--- config.mk ---
export PLATFORM = sky130hd
export DESIGN_NAME = audio_spi_slave_flat
export DESIGN_NICKNAME = d
export VERILOG_FILES = /design/src/rtl/audio_spi_pkg.sv /design/src/rtl/audio_spi_if.sv /design/src/rtl/audio_spi_txfifo.sv /design/src/rtl/audio_spi_slave.sv /design/src/flat_wrapper.sv
export SDC_FILE = /design/constraint.sdc
export NUM_CORES = 1
export LEC_CHECK = 0
export ABC_CLOCK_PERIOD_IN_PS = 3100
export CORE_MARGIN = 5
export CORE_UTILIZATION = 55
export CTS_CLUSTER_SIZE = 25
export DETAILED_ROUTE_END_ITERATION = 16
export GPL_TIMING_DRIVEN = 0
export PLACE_DENSITY = 0.84
export SYNTH_ARGS = -nofsm -noshare
export SYNTH_HDL_FRONTEND = slang
export SYNTH_SLANG_ARGS = --single-unit
export TNS_END_PERCENT = 5
--- constraint.sdc ---
create_clock -name FAB_CLK -period 3.1 [get_ports FAB_CLK]
set_input_delay 0.465 -clock FAB_CLK [delete_from_list [all_inputs] [get_ports FAB_CLK]]
set_output_delay 0.465 -clock FAB_CLK [all_outputs]
set_load 0.03 [all_outputs]
--- src/rtl/audio_spi_pkg.sv ---
// Shared constants and FSM state encoding for the audio SPI slave.
package audio_spi_pkg;

  localparam int DEF_DATA_WIDTH = 8;
  localparam int DEF_TX_DEPTH   = 4;

  typedef enum logic [1:0] {
    ST_ARM   = 2'd0,
    ST_IDLE  = 2'd1,
    ST_SHIFT = 2'd2
  } spi_state_e;

endpackage

--- src/rtl/audio_spi_if.sv ---
// SPI pin bundle plus the fabric-side RX/TX handshake of the audio SPI slave.
interface audio_spi_if
  import audio_spi_pkg::*;
#(
  parameter int DATA_WIDTH = DEF_DATA_WIDTH
) ();

  logic                  SPI_SCK;
  logic                  SPI_SS_N;
  logic                  SPI_MOSI;
  logic                  SPI_MISO;
  logic                  SPI_MISO_OE;
  logic [DATA_WIDTH-1:0] RX_DATA;
  logic                  RX_VALID;
  logic [DATA_WIDTH-1:0] TX_DATA;
  logic                  TX_WR;
  logic                  TX_FULL;
  logic                  TX_UNDERRUN;

  modport slave (
    input  SPI_SCK, SPI_SS_N, SPI_MOSI, TX_DATA, TX_WR,
    output SPI_MISO, SPI_MISO_OE, RX_DATA, RX_VALID, TX_FULL, TX_UNDERRUN
  );

  modport master (
    output SPI_SCK, SPI_SS_N, SPI_MOSI, TX_DATA, TX_WR,
    input  SPI_MISO, SPI_MISO_OE, RX_DATA, RX_VALID, TX_FULL, TX_UNDERRUN
  );

endinterface

--- src/rtl/audio_spi_txfifo.sv ---
// First-word-fall-through TX FIFO; a write while full is accepted only alongside a pop.
module audio_spi_txfifo
  import audio_spi_pkg::*;
#(
  parameter int DATA_WIDTH = DEF_DATA_WIDTH,
  parameter int DEPTH      = DEF_TX_DEPTH
) (
  input  logic                  clk,
  input  logic                  rst,
  input  logic                  wr_en,
  input  logic [DATA_WIDTH-1:0] wr_data,
  input  logic                  rd_en,
  output logic [DATA_WIDTH-1:0] rd_data,
  output logic                  full,
  output logic                  empty
);

  localparam int AW = $clog2(DEPTH);
  localparam logic [AW:0] PTR_ONE = (AW+1)'(1);

  logic [AW:0]           wr_ptr_q, wr_ptr_d;
  logic [AW:0]           rd_ptr_q, rd_ptr_d;
  logic [DATA_WIDTH-1:0] mem_q [DEPTH];
  logic [DATA_WIDTH-1:0] mem_d [DEPTH];
  logic                  do_wr;
  logic                  do_rd;

  // Extra pointer MSB distinguishes full from empty when the indices match.
  assign empty   = (wr_ptr_q == rd_ptr_q);
  assign full    = (wr_ptr_q[AW] != rd_ptr_q[AW]) && (wr_ptr_q[AW-1:0] == rd_ptr_q[AW-1:0]);
  assign rd_data = mem_q[rd_ptr_q[AW-1:0]];

  always_comb begin
    do_wr    = wr_en && (!full || rd_en);
    do_rd    = rd_en && !empty;
    mem_d    = mem_q;
    wr_ptr_d = wr_ptr_q;
    rd_ptr_d = rd_ptr_q;
    if (do_wr) begin
      mem_d[wr_ptr_q[AW-1:0]] = wr_data;
      wr_ptr_d = wr_ptr_q + PTR_ONE;
    end
    if (do_rd) begin
      rd_ptr_d = rd_ptr_q + PTR_ONE;
    end
  end

  always_ff @(posedge clk) begin
    if (rst) begin
      wr_ptr_q <= '0;
      rd_ptr_q <= '0;
      for (int i = 0; i < DEPTH; i++) begin
        mem_q[i] <= '0;
      end
    end else begin
      wr_ptr_q <= wr_ptr_d;
      rd_ptr_q <= rd_ptr_d;
      mem_q    <= mem_d;
    end
  end

endmodule

--- src/rtl/audio_spi_slave.sv ---
// SPI mode-0 slave clocked entirely by FAB_CLK; the SPI pins are oversampled through synchronizers.
module audio_spi_slave
  import audio_spi_pkg::*;
#(
  parameter int DATA_WIDTH = DEF_DATA_WIDTH,
  parameter int TX_DEPTH   = DEF_TX_DEPTH
) (
  input  logic       FAB_CLK,
  input  logic       FAB_RESET,
  audio_spi_if.slave bus
);

  localparam int CNT_W = $clog2(DATA_WIDTH);
  localparam logic [CNT_W-1:0] CNT_LAST = CNT_W'(DATA_WIDTH - 1);
  localparam logic [CNT_W-1:0] CNT_ONE  = CNT_W'(1);

  spi_state_e            state_q, state_d;
  logic [2:0]            sck_q, sck_d;
  logic [2:0]            ss_q, ss_d;
  logic [1:0]            mosi_q, mosi_d;
  logic [1:0]            fill_q, fill_d;
  logic [CNT_W-1:0]      cnt_q, cnt_d;
  logic [DATA_WIDTH-1:0] rx_shift_q, rx_shift_d;
  logic [DATA_WIDTH-1:0] rx_data_q, rx_data_d;
  logic [DATA_WIDTH-1:0] tx_shift_q, tx_shift_d;
  logic                  rx_done_q, rx_done_d;
  logic                  rx_valid_q, rx_valid_d;
  logic                  miso_q, miso_d;
  logic                  oe_q, oe_d;
  logic                  pend_empty_q, pend_empty_d;
  logic                  underrun_q, underrun_d;

  logic                  sck_rise, sck_fall, ss_rise, ss_fall;
  logic                  underrun_set;
  logic                  fifo_pop, fifo_full, fifo_empty;
  logic [DATA_WIDTH-1:0] fifo_rd_data, load_word;

  audio_spi_txfifo #(
    .DATA_WIDTH(DATA_WIDTH),
    .DEPTH     (TX_DEPTH)
  ) u_txfifo (
    .clk    (FAB_CLK),
    .rst    (FAB_RESET),
    .wr_en  (bus.TX_WR),
    .wr_data(bus.TX_DATA),
    .rd_en  (fifo_pop),
    .rd_data(fifo_rd_data),
    .full   (fifo_full),
    .empty  (fifo_empty)
  );

  assign sck_rise  =  sck_q[1] & ~sck_q[2];
  assign sck_fall  = ~sck_q[1] &  sck_q[2];
  assign ss_rise   =  ss_q[1]  & ~ss_q[2];
  assign ss_fall   = ~ss_q[1]  &  ss_q[2];
  assign load_word = fifo_empty ? '0 : fifo_rd_data;

  // fill_q holds ARM until the SS_N synchronizer carries real pin samples, not reset values.
  always_comb begin
    state_d      = state_q;
    sck_d        = {sck_q[1:0], bus.SPI_SCK};
    ss_d         = {ss_q[1:0], bus.SPI_SS_N};
    mosi_d       = {mosi_q[0], bus.SPI_MOSI};
    fill_d       = (fill_q == 2'd2) ? fill_q : fill_q + 2'd1;
    cnt_d        = cnt_q;
    rx_shift_d   = rx_shift_q;
    rx_data_d    = rx_data_q;
    tx_shift_d   = tx_shift_q;
    rx_done_d    = 1'b0;
    rx_valid_d   = rx_done_q;
    miso_d       = miso_q;
    oe_d         = oe_q;
    pend_empty_d = pend_empty_q;
    underrun_set = 1'b0;
    fifo_pop     = 1'b0;

    case (state_q)
      ST_ARM: begin
        if (fill_q == 2'd2 && ss_q[1]) begin
          state_d = ST_IDLE;
        end
      end
      ST_IDLE: begin
        if (ss_fall) begin
          state_d      = ST_SHIFT;
          fifo_pop     = 1'b1;
          miso_d       = load_word[DATA_WIDTH-1];
          oe_d         = 1'b1;
          tx_shift_d   = load_word << 1;
          pend_empty_d = fifo_empty;
          cnt_d        = '0;
          rx_shift_d   = '0;
        end
      end
      ST_SHIFT: begin
        if (ss_rise) begin
          state_d      = ST_IDLE;
          miso_d       = 1'b0;
          oe_d         = 1'b0;
          cnt_d        = '0;
          pend_empty_d = 1'b0;
        end else begin
          // Underrun is flagged only once a frame loaded from an empty FIFO actually clocks.
          if (sck_rise) begin
            rx_shift_d = {rx_shift_q[DATA_WIDTH-2:0], mosi_q[1]};
            if (cnt_q == '0 && pend_empty_q) begin
              underrun_set = 1'b1;
              pend_empty_d = 1'b0;
            end
            if (cnt_q == CNT_LAST) begin
              cnt_d        = '0;
              rx_data_d    = {rx_shift_q[DATA_WIDTH-2:0], mosi_q[1]};
              rx_done_d    = 1'b1;
              fifo_pop     = 1'b1;
              tx_shift_d   = load_word;
              pend_empty_d = fifo_empty;
            end else begin
              cnt_d = cnt_q + CNT_ONE;
            end
          end
          if (sck_fall) begin
            miso_d     = tx_shift_q[DATA_WIDTH-1];
            tx_shift_d = tx_shift_q << 1;
          end
        end
      end
      default: begin
        state_d = ST_ARM;
      end
    endcase

    if (underrun_set) begin
      underrun_d = 1'b1;
    end else if (bus.TX_WR) begin
      underrun_d = 1'b0;
    end else begin
      underrun_d = underrun_q;
    end
  end

  always_ff @(posedge FAB_CLK) begin
    if (FAB_RESET) begin
      state_q      <= ST_ARM;
      sck_q        <= 3'b000;
      ss_q         <= 3'b111;
      mosi_q       <= 2'b00;
      fill_q       <= 2'd0;
      cnt_q        <= '0;
      rx_shift_q   <= '0;
      rx_data_q    <= '0;
      tx_shift_q   <= '0;
      rx_done_q    <= 1'b0;
      rx_valid_q   <= 1'b0;
      miso_q       <= 1'b0;
      oe_q         <= 1'b0;
      pend_empty_q <= 1'b0;
      underrun_q   <= 1'b0;
    end else begin
      state_q      <= state_d;
      sck_q        <= sck_d;
      ss_q         <= ss_d;
      mosi_q       <= mosi_d;
      fill_q       <= fill_d;
      cnt_q        <= cnt_d;
      rx_shift_q   <= rx_shift_d;
      rx_data_q    <= rx_data_d;
      tx_shift_q   <= tx_shift_d;
      rx_done_q    <= rx_done_d;
      rx_valid_q   <= rx_valid_d;
      miso_q       <= miso_d;
      oe_q         <= oe_d;
      pend_empty_q <= pend_empty_d;
      underrun_q   <= underrun_d;
    end
  end

  assign bus.SPI_MISO    = miso_q;
  assign bus.SPI_MISO_OE = oe_q;
  assign bus.RX_DATA     = rx_data_q;
  assign bus.RX_VALID    = rx_valid_q;
  assign bus.TX_FULL     = fifo_full;
  assign bus.TX_UNDERRUN = underrun_q;

endmodule
--- src/flat_wrapper.sv ---
// flat-port wrapper written by rule: the top's interface ports become plain ports
module audio_spi_slave_flat import audio_spi_pkg::*;
#(
  parameter int DATA_WIDTH = DEF_DATA_WIDTH,
  parameter int TX_DEPTH   = DEF_TX_DEPTH
)
  (FAB_CLK, FAB_RESET, bus_SPI_SCK, bus_SPI_SS_N, bus_SPI_MOSI, bus_TX_DATA, bus_TX_WR, bus_SPI_MISO, bus_SPI_MISO_OE, bus_RX_DATA, bus_RX_VALID, bus_TX_FULL, bus_TX_UNDERRUN);
  audio_spi_if #(.DATA_WIDTH(DATA_WIDTH)) bus_i ();
  input  logic FAB_CLK;
  input  logic FAB_RESET;
  input wire logic [$bits(bus_i.SPI_SCK)-1:0] bus_SPI_SCK;
  input wire logic [$bits(bus_i.SPI_SS_N)-1:0] bus_SPI_SS_N;
  input wire logic [$bits(bus_i.SPI_MOSI)-1:0] bus_SPI_MOSI;
  input wire logic [$bits(bus_i.TX_DATA)-1:0] bus_TX_DATA;
  input wire logic [$bits(bus_i.TX_WR)-1:0] bus_TX_WR;
  output wire logic [$bits(bus_i.SPI_MISO)-1:0] bus_SPI_MISO;
  output wire logic [$bits(bus_i.SPI_MISO_OE)-1:0] bus_SPI_MISO_OE;
  output wire logic [$bits(bus_i.RX_DATA)-1:0] bus_RX_DATA;
  output wire logic [$bits(bus_i.RX_VALID)-1:0] bus_RX_VALID;
  output wire logic [$bits(bus_i.TX_FULL)-1:0] bus_TX_FULL;
  output wire logic [$bits(bus_i.TX_UNDERRUN)-1:0] bus_TX_UNDERRUN;
  assign bus_i.SPI_SCK = bus_SPI_SCK;
  assign bus_i.SPI_SS_N = bus_SPI_SS_N;
  assign bus_i.SPI_MOSI = bus_SPI_MOSI;
  assign bus_i.TX_DATA = bus_TX_DATA;
  assign bus_i.TX_WR = bus_TX_WR;
  assign bus_SPI_MISO = bus_i.SPI_MISO;
  assign bus_SPI_MISO_OE = bus_i.SPI_MISO_OE;
  assign bus_RX_DATA = bus_i.RX_DATA;
  assign bus_RX_VALID = bus_i.RX_VALID;
  assign bus_TX_FULL = bus_i.TX_FULL;
  assign bus_TX_UNDERRUN = bus_i.TX_UNDERRUN;
  audio_spi_slave #(.DATA_WIDTH(DATA_WIDTH), .TX_DEPTH(TX_DEPTH)) u_core (.FAB_CLK(FAB_CLK), .FAB_RESET(FAB_RESET), .bus(bus_i));
endmodule
## Word-level counts from Yosys, hierarchy flattened

Index checks and enable logic that the tools add are counted.

- Equality and inequality tests: 17
- Bitwise logic cells: 12
- Add/sub/neg operators: 4
- Muxes and demuxes: 50
- Reduce and logical (&&, ||, !) cells: 22
- $lt $le $gt $ge: 3

Operators by type and width:

| operator | count |
|---|---|
| $mux 8 | 9 |
| $bwmux 32 | 1 |
| $mux 7 | 3 |
| $mux 1 | 20 |
| $bmux 8 s2 | 1 |
| $demux 8 s2 | 1 |
| $pmux 8 s2 | 1 |
| $pmux 7 s2 | 1 |
| $mux 3 | 4 |
| $ne 3x1->1 const B | 4 |
| $reduce_and 3->1 | 4 |
| $reduce_and 4->1 | 3 |
| $add 3x1->3 const B | 3 |
| $ne 2x1->1 const B | 4 |
| $pmux 1 s2 | 4 |
| $ge 3x3->1 const B | 2 |
| $logic_and 1x1->1 | 6 |
| $mux 2 | 3 |
| $not 1->1 | 6 |
| $not 2->3 | 2 |
| $pmux 2 s3 | 1 |
| $pmux 3 s2 | 1 |
| $reduce_and 5->1 | 1 |
| $and 1x1->1 | 4 |
| other kinds (16) | 19 |

- Bits of input ports: 14
- Flip-flop bits (word level): 82
- Output and inout bits: 13
- Word-level logic and storage cells: 129

## Depth between registers and ports, before layout

- Word-level depth: 10
- Gate-level depth with buffers: 9
- Gate-level depth less buffers: 7

## By module

Synthesis repeated with hierarchy kept, for this count alone.

- Cells, all modules: 386
- Area total of the unflattened synthesis: 3,957.5 µm²

Modules (own cells, without submodules):

| module | times used | seq. area each (µm²) | cells an instance | area each (µm²) |
|---|---|---|---|---|
| audio_spi_slave | 1 | 880.8 | 225 | 2,060.7 |
| audio_spi_txfifo | 1 | 760.7 | 161 | 1,896.8 |

## Worst setup path after synthesis

Ideal clock, no wire load.

- Path kind: register to register
- From: register u_core.cnt_q[0]
- To: register u_core.u_txfifo.wr_ptr_q[2]
- Clock period less this slack: 2,065 ps
- Setup slack: 1,035 ps
- Cell stages (with the launch flop): 9
- Path buffers: 1
- Setup time: 121 ps
- Required time: 2,979 ps
- Arrival time: 1,944 ps
- Cell sequence: dfxtp_1 -> ha_1 -> ha_1 -> and3b_1 -> a32o_1 -> a21bo_1 -> buf_6 -> and3_4 -> mux2_4

- Longest elaborated chain between the ends: 7

Ends and longest elaborated chain:

| item | line | RTL |
|---|---|---|
| start: declaration | audio_spi_slave.sv:22 | `logic [CNT_W-1:0] cnt_q, cnt_d;` |
| start signal: assignment | audio_spi_slave.sv:164 | `cnt_q <= cnt_d;` |
| $eq 3x3->1 | audio_spi_slave.sv:110 | `if (cnt_q == CNT_LAST) begin` |
| $mux 1 | audio_spi_slave.sv:110 |  |
| $mux 1 | audio_spi_slave.sv:104 | `if (sck_rise) begin` |
| $mux 1 | audio_spi_slave.sv:96 | `if (ss_rise) begin` |
| $pmux 1 s2 | audio_spi_slave.sv:77 | `case (state_q)` |
| $logic_or 1x1->1 | audio_spi_txfifo.sv:34 | `do_wr = wr_en && (!full \|\| rd_en);` |
| $logic_and 1x1->1 | audio_spi_txfifo.sv:34 |  |
| end signal: assignment | audio_spi_txfifo.sv:56 | `wr_ptr_q <= wr_ptr_d;` |
| end: declaration | audio_spi_txfifo.sv:21 | `logic [AW:0] wr_ptr_q, wr_ptr_d;` |

Every way passes these cells.
A chain may end at the register's enable or synchronous reset.

## Worst setup path in the final report

- From: register u_core.u_txfifo.rd_ptr_q[1]
- To: output bus_TX_FULL

- Longest elaborated chain between the ends: 2

Ends and longest elaborated chain:

| item | line | RTL |
|---|---|---|
| start: declaration | audio_spi_txfifo.sv:22 | `logic [AW:0] rd_ptr_q, rd_ptr_d;` |
| start signal: assignment | audio_spi_txfifo.sv:57 | `rd_ptr_q <= rd_ptr_d;` |
| $eq 2x2->1 | audio_spi_txfifo.sv:30 | `assign full = (wr_ptr_q[AW] != rd_ptr_q[AW]) && (wr_ptr_q[AW-1:0] == rd_ptr_q[AW-1:0]);` |
| $logic_and 1x1->1 | audio_spi_txfifo.sv:30 |  |
| end: declaration | flat_wrapper.sv:20 | `output wire logic [$bits(bus_i.TX_FULL)-1:0] bus_TX_FULL;` |

Every way passes these cells.

==> metrics.md <==
| Metric | Value |
|---|---|
| Num rows | 30 |
| Post_cts resized | 0 |
| Clock Skew | 0.00969 ns |
| Hold path start | u_core.ss_q[0] |
| Ant diodes | 0 |
| Post-synth ARST share | 0 |
| Yosys reg bits | 82 |
| Die Wd | 92.2 microns |
| CP required | 2.63 ns |
| Number of vias per cell | 5.74 |
| Layout cells sized above 1 | 0.0988 |
| Vias in the first global route | 2915 |
| # setup viols final | 0 |
| Starting Density | 0.557 |
| Area Growth Syn to Fin | 14.2% |
| Max-Cap Viols | 0 |
| Remaining global-route overflow | 0 |
| I/O pins | 27 |
| Crit Path Max Fanout | 10 |
| Area contributors post-synth | dfxtp_1 44%, mux2i_1 12%, nand2_1 5.1% |
| PD cells | 596 nW/um^2 |
| DRC Markers | 0 |
| Avg Cell Area, Syn | 9.66 sq um |
| Dpl hpwl | 5740 microns |
| Ys flop type | dfxtp_1 |
| Port Buf Inserts | 24 |
| CTS Hold Bufs | 0 |
| Via count | 2897 |
| Pleak | 1.80 nW |
| Dominant cell type by area after synthesis | dfxtp_1 |
| Core ar. | 6680 sq um |
| Latest clock arrival within the worst-skew pair | 0.35 ns |
| Yosys Warn Count | 0 |
| First-pass GRT wire length | 13900 microns |
| Reg2reg start | u_core.state_q[0] |
| CTS tree | done |
| H-Tree Depth | 3 |
| RSZ-0062 raised after global routing | false |
| Clock Sinks | 82 |
| Hold WC Path Type | reg -> reg |
| Post-synth EDFFs | 0 |
| Status | completed |
| WHS Endpoint | u_core.ss_q[1] |
| Seq/Total Area, Yosys | 0.441 |
| Tmin final | 2.42 ns |
| Post-CTS setup buffer count | 0 |
| Post-Syn Area | 3720 sq um |
| CTS clk-pin slew, worst paths | 0.08 ns |
| Placed insts | 489 |
| Hold path depth | 1 |
| Max Root-Sink Buffers | 2 |
| Mapped Nets | 413 |
| Setup_tns | 0 ns |
| Post-Synthesis Cells | 385 |
| Reg2reg end | u_core.bus.RX_DATA[1] |
| Worst Path Arrival | 1.96 ns |
| Yosys top cell area share | 0.441 |
| Post-route ant nets | 0 |
| Die Ht | 92.2 microns |
| Largest net degree at the start of global routing | 14 |
| Final cell count without fillers | 505 |
| Die Area | 8510 sq um |
| Final Hold Slack | 0.437 ns |
| Initial DRC Count | 194 |
| Slew Viols, Final | 0 |
| Setup CP Type | reg -> out |
| Slew HR | 0.546 |
| Root buffer cell | clkbuf_8 |
| Routed WL | 8350 microns |
| Worst Setup End Kind | output pin |
| Final Cycle Share | 0.782 |
| Distinct cell type count after synthesis | 47 |
| Routed wire per std cell | 16.5 microns |
| GRT Util Overall | 0.207 |
| R2R depth | 8 |
| Final core occ | 0.635 |
| Cts bufs inserted | 9 |
| Final hold violation count | 0 |
| R2R setup slack | 0.74 ns |
| Pre-Repair DR Iteration Count | 5 |
| Initial antenna violation count | 0 |
| Final #Nets | 448 |
| GPL Wtd Cong | 0.918 |
| Max Fclk | 0.413 GHz |
| Max VDD drop | 408 uV |
| Slew @ Worst Pin | 0.679 ns |
| CP startpoint kind | register |
==> cell usage after synthesis, types with 5 or more instances <==
library cell,number
a21oi_1,14
dfxtp_1,82
or2_2,5
o21ai_0,13
nand2_1,51
mux4_2,8
nand3_1,6
a22oi_1,9
mux2i_1,43
nor2_1,45
inv_1,12
ha_1,14
clkbuf_1,15
nor2b_1,11
==> sequential cells by signal, summed over array words and instances (netlist names), 2 cells and up <==
register,count
u_core.u_txfifo.mem_q,32
u_core.bus.RX_DATA,8
u_core.tx_shift_q,8
u_core.rx_shift_q,7
u_core.cnt_q,3
u_core.sck_q,3
u_core.ss_q,3
u_core.u_txfifo.rd_ptr_q,3
u_core.u_txfifo.wr_ptr_q,3
u_core.fill_q,2
u_core.mosi_q,2
u_core.state_q,2
==> cell type report <==
cell class                      instances  area [sq um]
Clock buffer                           11           131
Tap cell                               80           100
Fill cell                             529          2440
Inverter                               13          48.8
Sequential cell                        82          1640
Buffer                                 20           106
Clock inverter                          5          55.1
Multi-Input combinational cell        270          1920
Timing Repair Buffer                   24           240
==> through the flow <==
step / cell area, sq um / worst slack (ns) / power [mW]
floorplan: 3720 / 1.03 / 1.63
global placement: 4060 / 0.919 / 1.75
detailed placement: 4060 / 0.839 / 1.78
CTS: 4250 / 0.646 / 2.53
global route: 4250 / 0.581 / 2.66
finish: 4250 / 0.676 / 2.53
==> placed cells by master (no fill, tap or decap), drive strengths merged, types with 3 or more instances in the layout <==
cell / instances
nor2: 45
mux2i: 43
ha: 14
o31ai: 4
mux4: 8
o21ai: 14
dfxtp: 82
a21oi: 14
buf: 5
nand2: 51
clkbuf: 26
a22oi: 9
nor3: 4
nor2b: 11
nand3: 9
nand4: 3
or2: 5
xor2: 6
inv: 13
a31oi: 4
and3: 3
clkdlybuf4s50: 24
==> worst max-delay path, cell delays in order (launching register included) <==
cell             delay [ns]
dfxtp_1                0.32
buf_6                  0.16
xor2_4                 0.21
nor3_4                 0.22
clkdlybuf4s50_1        0.70
==> worst max path at each step <==
stage,slack (ns),end,cells after the start,start
global route,0.58,bus_TX_FULL,4,u_core.u_txfifo.rd_ptr_q[0]
floorplan,1.03,u_core.u_txfifo.wr_ptr_q[2],8,u_core.cnt_q[0]
CTS,0.65,bus_TX_FULL,4,u_core.u_txfifo.rd_ptr_q[1]
detailed placement,0.84,u_core.bus.RX_DATA[1],8,u_core.state_q[0]
finish,0.68,bus_TX_FULL,4,u_core.u_txfifo.rd_ptr_q[1]
global placement,0.92,u_core.u_txfifo.wr_ptr_q[2],8,u_core.cnt_q[0]
==> power by group <==
| part | internal [mW] | switching [mW] | total [mW] | leakage, nW |
|---|---|---|---|---|
| Sequential | 1.16 | 0.0706 | 1.23 | 0.666 |
| Clock | 0.370 | 0.384 | 0.754 | 0.0893 |
| Combinational | 0.219 | 0.325 | 0.545 | 1.05 |
| Total | 1.75 | 0.780 | 2.53 | 1.80 |
==> logic make-up after synthesis <==
| group | after synthesis | synth area share |
|---|---|---|
| flops | 82 | 0.441 |
| compound gates | 58 | 0.100 |
| simple gates | 138 | 0.175 |
| buf+inv | 33 | 0.0417 |
| xor+xnor | 7 | 0.0236 |
| fa+ha+maj | 14 | 0.0471 |
| mux | 53 | 0.171 |
==> routing by layer <==
layer / vias up / GRT usage / part of all wire / wire [microns]
li1: 1402 / - / - / -
met1: 1365 / 0.264 / 0.45 / 3790
met2: 111 / 0.348 / 0.48 / 4010
met3: 19 / 0.0402 / 0.050 / 419
met4: 0 / 0.0755 / 0.017 / 141
met5: - / 0 / 0 / 0
(Power assumes the default switching activity.)
==> variant 1: new RTL, same settings <==
The 3 states of `spi_state_e` get a one-hot encoding in 3 bits.
--- a/src/rtl/audio_spi_pkg.sv
+++ b/src/rtl/audio_spi_pkg.sv
@@ -4,10 +4,10 @@
   localparam int DEF_DATA_WIDTH = 8;
   localparam int DEF_TX_DEPTH   = 4;
 
-  typedef enum logic [1:0] {
-    ST_ARM   = 2'd0,
-    ST_IDLE  = 2'd1,
-    ST_SHIFT = 2'd2
+  typedef enum logic [2:0] {
+    ST_ARM   = 3'b001,
+    ST_IDLE  = 3'b010,
+    ST_SHIFT = 3'b100
   } spi_state_e;
 
 endpackage
Behaviour: no difference found for any inputs over 10 cycles, from zero or initial values and one cycle with FAB_RESET high; not proved beyond that.
==> variant 1 against the unedited design <==
Area after synthesis down 3.5%; non-clock buffer count up 4; worst hold slack worse by 0.023 ns; cell area down 2.2%; highest routed layer unchanged; synthesized cell count down 6.0%; wire length down 9.1%; largest cell class unchanged; critical path type unchanged; sequential cell count up 1; worst setup slack worse by 0.52 ns.
Power is not compared: it rests on default switching activity, and its combinational part moved more than twofold at a synthesized area within 25%.
==> variant 1: results (changes against the unedited design) <==
syn_nets=385 (-6.8%); post-CTS setup buffer count=0 (unchanged); worst-path fanout max=10 (unchanged); fin nets=421 (-6.0%); number of cells after detailed placement=464 (-5.1%); met1 global-route usage=22.58% (-3.8 points); area share of fa/ha/maj cells after synthesis=3.137% (-1.6 points); worst reg2reg path endpoint=u_core.u_txfifo.mem_q[15]$_SDFFE_PP0P_; port bufs=25 (+4.2%); area fraction in compound gates after synthesis=10.11% (+0.081 points); fraction of layout cells with a size suffix above 1=9.926% (+0.043 points); Crit path largest cell delay=0.76 ns (+0.06 ns); clk buf depth=2 (unchanged); first-pass GRT wire length=13,010 um (-6.5%); DP Worst Slack=0.5135 ns (-0.3253 ns); post-CTS sizing=0 (unchanged); top post-synthesis cells by count=dfxtp_1 (83), nor2_1 (64), mux2i_1 (43); First-pass DRT Iterations=4 (-1); largest net degree at the start of global routing=15 (+1); number of buffers created by CTS=9 (unchanged); clk_skew=0.006979 ns (-0.002714 ns); vias in the first global route=2,778 (-4.7%); initial antenna violation count=0 (unchanged); Worst setup startpoint=u_core.u_txfifo.rd_ptr_q[0]$_SDFFE_PP0P_; M1 WL=3129 um (-17%); placed cell area=3936 um^2 (-3.0%); Slew @ Worst Pin=0.6225 ns (-0.05612 ns); synth top area cells=dfxtp_1 (46%), mux2i_1 (12%), nor2_1 (6.7%), mux4_2 (5.0%), ha_1 (3.1%); clock slew at reported path FFs=0.08 ns (about the same); Crit path max-delay family=buffers and inverters; post-synthesis mux area share=17.01% (-0.12 points); met2 wire len=3809 um (-4.9%); Worst R2R Setup Slack=0.76 ns (+0.02 ns); Crit path arrival time=2.48 ns (+0.52 ns); RR Startpoint=u_core.cnt_q[0]$_SDFFE_PP0P_; GRT met3 Usage=5.500% (+1.5 points); XOR/XNOR Fraction of Synth Area=1.952% (-0.40 points); Max VDD drop=450.4 uV; Hold Path Sink=u_core.ss_q[1]$_SDFF_PP1_; Syn Inst Count=362 (-6.0%); via count=2,728 (-5.8%); post-synth cell types=41 (-13%); met3 WL=487 um (+16%); GR Util met2=34.20% (-0.59 points); drt total wl=7593 um (-9.1%); Overall Global Routing Usage=19.48% (-1.2 points); routability cong.=0.8614 (-6.2%); Hold Slack=0.4136 ns (-0.02344 ns); Layout Cells excl Fill=480 (-5.0%); GRT overflow=0 (unchanged); post-synthesis sequential area ratio=46.29% (+2.1 points); CTS H-Tree Depth=3 (unchanged); P_leak=0.001450 uW; HPWL Detailed=5280 um (-8.1%); 1st-iter DRT viols=165 (-15%); max reg flops=32 (unchanged); status=completed; Hold Crit Start=u_core.ss_q[0]$_SDFF_PP1_
[variant 1: layout make-up]
cell class / count / area (um^2)
tap: 77 / 96.34
timing repair buffer: 25 / 250.2
sequential: 83 / 1662
clock buffer: 10 / 127.6
clock inverter: 6 / 90.09
inverter: 7 / 26.28
multi-input combinational: 249 / 1790
buffer: 23 / 111.4
fill: 513 / 2196
[variant 1: worst max-delay path by stage]
stage	slack (ns)	endpoint	cells past startpoint
2_1_floorplan	1.02	u_core.u_txfifo.mem_q[0]$_SDFFE_PP0P_	8
3_3_place_gp	0.54	bus_TX_FULL	5
3_5_place_dp	0.51	bus_TX_FULL	5
4_1_cts	0.12	bus_TX_FULL	5
5_1_grt	0.006	bus_TX_FULL	5
6_report	0.16	bus_TX_FULL	5
[variant 1: where the power goes]
group | internal [uW] | switching [uW]
combinational | 106 | 138
sequential | 1110 | 28.2
clock | 455 | 380
total | 1670 | 545
==> variant 2: new RTL, config.mk and constraints unchanged <==
Without the edit above. `DEF_TX_DEPTH`: 4 -> 2.
--- a/src/rtl/audio_spi_pkg.sv
+++ b/src/rtl/audio_spi_pkg.sv
@@ -2,7 +2,7 @@
 package audio_spi_pkg;
 
   localparam int DEF_DATA_WIDTH = 8;
-  localparam int DEF_TX_DEPTH   = 4;
+  localparam int DEF_TX_DEPTH   = 2;
 
   typedef enum logic [1:0] {
     ST_ARM   = 2'd0,
Formal check against the unedited RTL: not equivalent (Yosys sat finds a counterexample within 4 cycles, from zero or initial values and one cycle with FAB_RESET high).
==> variant 2 against the unedited design <==
Utilization up 4.9 points; worst setup slack worse by 0.060 ns; largest power group unchanged; wire length shrank 27%; global-route usage up 0.077 points; critical endpoint unchanged; highest routed layer unchanged; cell area is 23% lower; area after synthesis down 26%; maximum frequency down 2.4%; sequential cell count decreased by 18; largest cell class unchanged; count of clock-buffer cells in the layout is 1 higher; total power is 19% lower.
==> variant 2: results (changes against the unedited design) <==
clk_skew=0.007506 ns (-0.002188 ns); First-pass DRT Iterations=4 (-1); placed cell area=3088 um^2 (-24%); PnR worst setup slack=0.6160 ns (-0.06021 ns); #MultiIn Comb=203 (-25%); Final Util=68.44% (+4.9 points); Clock-cell share=5.730% (+1.3 points); Worst setup startpoint=u_core.u_txfifo.wr_ptr_q[1]$_SDFFE_PP0P_; Mean Syn Cell Area=9.562 um^2 (-1.0%); count of non-CTS buffers in the layout=40 (-9.1%); Crit path largest cell delay=0.75 ns (+0.05 ns); status=completed; # fillers=383 (-28%); syn_nets=310 (-25%); top post-synthesis cells by count=dfxtp_1 (64), nor2_1 (47), mux2i_1 (33); Slew headroom=57.91% (+3.3 points); post-synth cell types=44 (-6.4%); Hold Slack=0.4082 ns (-0.02879 ns); RR Startpoint=u_core.cnt_q[1]$_SDFFE_PP0P_; register area=1281 um^2 (-22%); Crit path arrival time=2.02 ns (+0.06 ns); post-synthesis sequential area ratio=46.52% (+2.4 points); max reg flops=16 (-50%); core area=4786 um^2 (-28%); drt total wl=6055 um (-27%); fin nets=346 (-23%); Worst R2R Setup Slack=0.77 ns (+0.03 ns); inverter count=6 (-7); HPWL Detailed=4141 um (-28%)
[variant 2: cell types whose count changed in the layout (fill, tap and decap cells not counted), sizes merged, moves of 8 or more]
| cell | before | now |
|---|---|---|
| dfxtp | 82 | 64 |
| mux2i | 43 | 33 |
| mux4 | 8 | 0 |
| nand2 | 51 | 14 |
| nand3 | 9 | 1 |
[variant 2: kinds of logic after synthesis]
logic type | after synthesis | share of synthesized area (%)
flops | 64 | 46.52
xor+xnor | 6 | 1.909
buf+inv | 21 | 3.089
fa+ha+maj | 8 | 3.635
compound gates | 58 | 15.72
mux | 33 | 11.99
simple gates | 98 | 17.13
[variant 2: where the power goes]
part	internal (uW)	switching, uW
Sequential	880	35.6
Clock	388	312
Combinational	173	261
Total	1440	609
[variant 2: routing by layer]
metal | vias to the layer above | wire length [um] | global-route usage, %
met5 | - | 0 | 0
met4 | 0 | 97 | 8.446
met3 | 15 | 305 | 6.098
met2 | 63 | 2976 | 35.43
met1 | 1055 | 2676 | 24.48
li1 | 1085 | - | -
